===== config.mk =====
export PLATFORM = sky130hd
export DESIGN_NAME = event_encoder_8to3
export DESIGN_NICKNAME = d
export VERILOG_FILES = /design/src/rtl/event_encoder_8to3.sv
export SDC_FILE = /design/constraint.sdc
export NUM_CORES = 1
export LEC_CHECK = 0
export ABC_CLOCK_PERIOD_IN_PS = 4010
export CAP_MARGIN = 20
export CORE_UTILIZATION = 46
export DETAILED_ROUTE_END_ITERATION = 6
export GPL_ROUTABILITY_DRIVEN = 0
export PLACE_DENSITY = 0.77
export SYNTH_ARGS = -nofsm -noshare
export SYNTH_HDL_FRONTEND = slang
export SYNTH_SLANG_ARGS = --single-unit

===== constraint.sdc =====
create_clock -name clk -period 4.01 [get_ports clk]
set_input_delay 0.6015 -clock clk [delete_from_list [all_inputs] [get_ports clk]]
set_output_delay 0.6015 -clock clk [all_outputs]
set_load 0.01 [all_outputs]

===== src/rtl/event_encoder_8to3.sv =====
// rtl/event_encoder_8to3.sv - sequential 8-to-3 event encoder, lowest pending index first, valid/ready output
// Optional sticky duplicate-event flag (ovf/ovf_clr) when ENC_OVERFLOW_EN is defined.
module event_encoder_8to3 #(
  parameter int WIDTH  = 8,
  parameter int CODE_W = 3
) (
  input  logic              clk,
  input  logic              rst_n,
  input  logic              enable,
  input  logic [WIDTH-1:0]  din,
  output logic [CODE_W-1:0] dout,
  output logic              dout_valid,
  input  logic              dout_ready,
  output logic [CODE_W:0]   pending_cnt,
`ifdef ENC_OVERFLOW_EN
  input  logic              ovf_clr,
  output logic              ovf,
`endif
  output logic              busy
);

  localparam logic [0:0] IDLE = 1'b0;
  localparam logic [0:0] HOLD = 1'b1;

  logic [0:0]        state;
  logic [WIDTH-1:0]  pending;
  logic [WIDTH-1:0]  set_mask;
  logic [WIDTH-1:0]  clr_mask;
  logic [CODE_W-1:0] low_idx;
  logic              load;

  // Scan downward so the lowest set bit is the last assignment to stick.
  always_comb begin
    low_idx = '0;
    for (int i = WIDTH - 1; i >= 0; i--) begin
      if (pending[i]) low_idx = CODE_W'(i);
    end
  end

  always_comb begin
    pending_cnt = '0;
    for (int i = 0; i < WIDTH; i++) begin
      pending_cnt = pending_cnt + {{CODE_W{1'b0}}, pending[i]};
    end
  end

  // A new code is loaded whenever the output slot is empty or being freed this edge.
  assign load       = (|pending) && ((state == IDLE) || dout_ready);
  assign clr_mask   = load ? (WIDTH'(1) << low_idx) : '0;
  assign set_mask   = enable ? din : '0;
  assign dout_valid = (state == HOLD);
  assign busy       = (|pending) || dout_valid;

  always_ff @(posedge clk or negedge rst_n) begin
    if (!rst_n) begin
      pending <= '0;
    end else begin
      pending <= (pending & ~clr_mask) | set_mask;
    end
  end

  always_ff @(posedge clk or negedge rst_n) begin
    if (!rst_n) begin
      state <= IDLE;
      dout  <= '0;
    end else begin
      case (state)
        IDLE: begin
          if (load) begin
            state <= HOLD;
            dout  <= low_idx;
          end
        end
        HOLD: begin
          if (load) begin
            dout <= low_idx;
          end else if (dout_ready) begin
            state <= IDLE;
          end
        end
        default: state <= IDLE;
      endcase
    end
  end

`ifdef ENC_OVERFLOW_EN
  logic dup_hit;

  // A duplicate is an event landing on a bit that stays pending through this edge.
  assign dup_hit = |(set_mask & pending & ~clr_mask);

  always_ff @(posedge clk or negedge rst_n) begin
    if (!rst_n) begin
      ovf <= 1'b0;
    end else if (dup_hit) begin
      ovf <= 1'b1;
    end else if (ovf_clr) begin
      ovf <= 1'b0;
    end
  end
`endif

endmodule


---- Yosys cells after proc, flatten, opt, wreduce, memory -nomap -nowiden ----
Index checks and enable logic that the tools add are counted.
W data, S select, Z words.
cells by class
  shift-type cells ........................ 1
  reduce and logical (&&, ||, !) cells .... 4
  muxes and demuxes ....................... 15
  bitwise operators ....................... 4
  add/sub/neg operators ................... 7
operators with widths
  operator               number
  $mux W3                9
  $add A4 B1 Y4          4
  $mux W8                2
  $and A8 B8 Y8          1
  $not A8 Y8             1
  $or A8 B8 Y8           1
  $reduce_or A8 Y1       1
  $shl A1 B3 Y8 const A  1
  $add A3 B1 Y4          1
  $add A2 B1 Y3          1
  $mux W1                3
  $add A1 B1 Y2          1
  $logic_or A1 B1 Y1     2
  $pmux W1 S2            1
  $logic_and A1 B1 Y1    1
  $not A1 Y1             1
word-level totals
  bits of input ports ..................... 12
  register bits ........................... 12
  word-level logic and storage cells ...... 34
  output and inout bits ................... 9

---- Longest topological paths before layout ----
  word-level depth ........................ 13
  depth in mapped cells ................... 9
  gate-level depth less buffers ........... 9

---- Worst setup path after synthesis ----
Ideal clock, no wire load.
  path type ............................... reg-to-output
  start ................................... register pending[0]
  end ..................................... output pending_cnt[2]
  slack ................................... 0.689 ns
  stages on the path, launching flop included .. 10
  buffers on the path ..................... 0
  data arrival time ....................... 2.720 ns
  required time ........................... 3.408 ns
  cell sequence ........................... dfrtp_1 inv_1 fa_1 fa_1 fa_1 inv_1 ha_1 inv_1 fa_1 xnor2_1
between the ends
  longest elaborated chain between the ends .. 7
RTL lines
  what                         line  text
  from (decl)                  26    logic [WIDTH-1:0] pending;
  from (signal assigned)       58    pending <= (pending & ~clr_mask) | set_mask;
  $add A1 B1 Y2                43    pending_cnt = pending_cnt + {{CODE_W{1'b0}}, pending[i]};
  $add A2 B1 Y3                43
  $add A3 B1 Y4                43
  $add A4 B1 Y4 (4 in series)  43
  to (decl)                    14    output logic [CODE_W:0] pending_cnt,
Every way passes these cells.

---- Worst setup path after layout ----
  start ................................... register pending[1]
  end ..................................... output pending_cnt[2]
Same word-level chain as after synthesis.

==> metrics.cfg <==
[outcome]
status = finished clean

[detailed_routing]
drt-total-wl_um = 1637
wl_per_cell_um = 13.99
avgViaCountPerCell = 5.402
drc = 0
drt_iter0_drc = 16
ant_nets = 0
vias = 632
firstDrtPassIters = 4

[sta]
tightestPinTransition_ps = 588.3
finClkSkew_ps = 7.400
rsz0062_at_grt = no
timing.slew.headroom_pct = 60.66
hold_viol = 0
fin_crit_sh_pct = 94.81
layout_min_cycle_time_ps = 3802
maxSlewViolCount = 0
finalSetupTns_ps = 0
setup_viol = 0
fmax_mhz = 263.0

[synthesis]
synthSimpleGateAreaFrac_pct = 15.30
synth.area.mux_share_pct = 0
synth_seq_area_share_pct = 39.47
yosys_register_bits = 12
synth_compound_area_share_pct = 18.91
synth_warnings = 0
synth_cell_type_count = 26
synth_top_family_by_area = compound AO/OA/AOI/OAI gates
syn_inst = 75
synthesis.area_um2 = 760.7
syn_nets = 95
avgSynthCellArea_um2 = 10.14
synth_adder_area_share_pct = 17.11
synth_xor_area_share_pct = 1.151

[critical_path]
cp.required_ps = 3410
cpMostUsedCell = fa_1
crit_arrival_ps = 3200
path_delay_family = adder cells
cp-startpoint = pending[1]$_DFF_PN0_
slowest_delay_ps = 510
worstPathBufferInverterCount = 4
path_max_fanout = 4
path_class = reg2out
cp-start-kind = flip-flop
worst_setup_path_end_kind = output pin
slowest_stage = fa_1
r2r-start = pending[1]$_DFF_PN0_
worstPathCellList = inv_2 -> fa_1 -> fa_1 -> fa_1 -> inv_1 -> ha_1 -> inv_1 -> fa_1 -> xnor2_1 -> dlygate4sd2_1

[pwr]
p_total_uw = 396.6
p_sw_uw = 126.3
power_density_nw_per_um2 = 384.2
combPwrFrac_pct = 40.3
seq_power_share_pct = 35.2
power.leakage_nw = 0.4942
p_int_uw = 270.3
p_sw_share_pct = 31.85
p_clk_share_pct = 24.5
ir_drop_v = 0.0002329

[place]
placed_area_um2 = 983.4
io_buffers = 20
place_hpwl_um = 1237
dp_cells = 111

[layout]
final_cell_area_um2 = 1032
final_common_cell = clkdlybuf4s50_1
finish.utilization_pct = 67.73
nets = 122
mostFrequentLayoutCells = clkdlybuf4s50_1, inv_1, dfrtp_1, nand2_1, a22o_1
syn2layout_area_growth_pct = 35.69
final_cells = 117
antenna_cells = 0
fillCellCount = 130
drive_above_1_share_pct = 13.86

[hold_path]
hold_start = dout[2]$_DFFE_PN0P_
hold_class = reg2reg

[die]
dieHeight_um = 42.67
fp-row-count = 14
die_area_um2 = 1820
io_pins = 21
start_util_pct = 49.92
die_w_um = 42.67
core_area_um2 = 1524

[global_route]
grt.total_usage_pct = 20.21
antenna_found_initial = 0
grt_overflow_total = 0
grt_pass1_vias = 626
grt_pass1_wl_um = 2766
grt_max_degree = 13

[clocking]
cts_tree = built
root_buffer = clkbuf_4
clockBufferDepth = 2
clk_latency_ps = 270
cts_sinks = 12
htree_levels = 1
clk_pin_slew_ps = 80
cts_buffers = 3

[flow_run]
maxCapViolations = 0

[routing by layer]
| layer | GRT usage (%) | wire [um] | vias to the layer above | part of all wire, % |
|---|---|---|---|---|
| met5 | 0 | 0 | - | 0 |
| li1 | - | - | 304 | - |
| met2 | 32.12 | 758 | 12 | 46 |
| met1 | 28.10 | 819 | 314 | 50 |
| met3 | 3.830 | 49 | 2 | 3.0 |
| met4 | 5.625 | 9 | 0 | 0.55 |
[flip-flops by register name, indices dropped and copies added (netlist names)]
register    cells
pending         8
dout            3
dout_valid      1
[worst reg2reg max path, stage by stage (launching register included)]
cell     delay, ps
dfrtp_1        410
buf_4          150
nor2_1         160
nand3_2        130
or4_4          510
a22o_1         190
[per-stage QoR]
step	hold WS, ps	worst slack (ps)
after CTS	488.8	197.1
after floorplan	305.9	688.9
after global routing	504.0	29.46
final	485.7	208.1
after detailed placement	469.3	116.9
after global placement	461.7	191.2
[final timing paths]
kind                       slack, ps  depth (start not counted)              endpoint
max reg2reg                     2370                          5  pending[6]$_DFF_PN0_
max in group asynchronous       2920                          1  pending[0]$_DFF_PN0_
min                              490                          2   dout[2]$_DFFE_PN0P_
max                              210                         10        pending_cnt[2]
min reg2reg                      490                          2   dout[2]$_DFFE_PN0P_
min in group asynchronous        700                          1  pending[7]$_DFF_PN0_
[layout make-up]
| type | instances | area [um2] | area share [%] |
|---|---|---|---|
| clock buffer | 4 | 36.28 | 3.515 |
| inverter | 15 | 56.30 | 5.455 |
| tap | 16 | 20.02 | 1.939 |
| multi-input combinational | 47 | 399.1 | 38.67 |
| timing repair buffer | 23 | 220.2 | 21.33 |
| sequential | 12 | 300.3 | 29.09 |
[what timing repair did]
item | in CTS | in global routing
resized for setup | 3 | 0
hold buffers | 0 | 0
setup endpoints to repair | 2 | 0
buffers inserted | 2 | 0
[power by group through the flow]
| stage | combinational, mW | sequential, mW | clock [mW] |
|---|---|---|---|
| 2_1_floorplan | 0.0834 | 0.144 | 0 |
| 3_3_place_gp | 0.163 | 0.142 | 0 |
| 3_5_place_dp | 0.165 | 0.143 | 0 |
| 4_1_cts | 0.161 | 0.139 | 0.101 |
| 5_1_grt | 0.178 | 0.141 | 0.105 |
| 6_report | 0.160 | 0.140 | 0.0972 |
[synth_stat cells (all sizes together)]
library cell / instances / area (um2)
a211oi: 1 / 7.510
a221o: 1 / 10.01
o21ai: 3 / 15.01
nand2b: 2 / 12.51
o31ai: 1 / 7.510
nor2b: 1 / 6.260
clkbuf: 1 / 5.000
a22o: 5 / 43.79
a21oi: 2 / 10.01
or4: 1 / 11.26
nor2: 3 / 18.77
inv: 15 / 56.30
o211ai: 1 / 7.510
nand2: 8 / 30.03
nor4: 1 / 12.51
a32o: 1 / 11.26
xnor2: 1 / 8.760
dfrtp: 12 / 300.3
nand3: 1 / 10.01
nand4: 1 / 6.260
a21o: 4 / 31.28
fa: 4 / 80.08
ha: 4 / 50.05
nand4b: 1 / 8.760
[logic make-up (layout without fill, tap and decap cells)]
kind of cell	count (synthesis)	count (layout)
adder cells (fa/ha/maj)	8	8
XOR/XNOR	1	1
flip-flops	12	12
AO/OA/AOI/OAI	19	19
AND/OR/NAND/NOR	19	19
buffers and inverters	16	42
(Power assumes the default switching activity.)
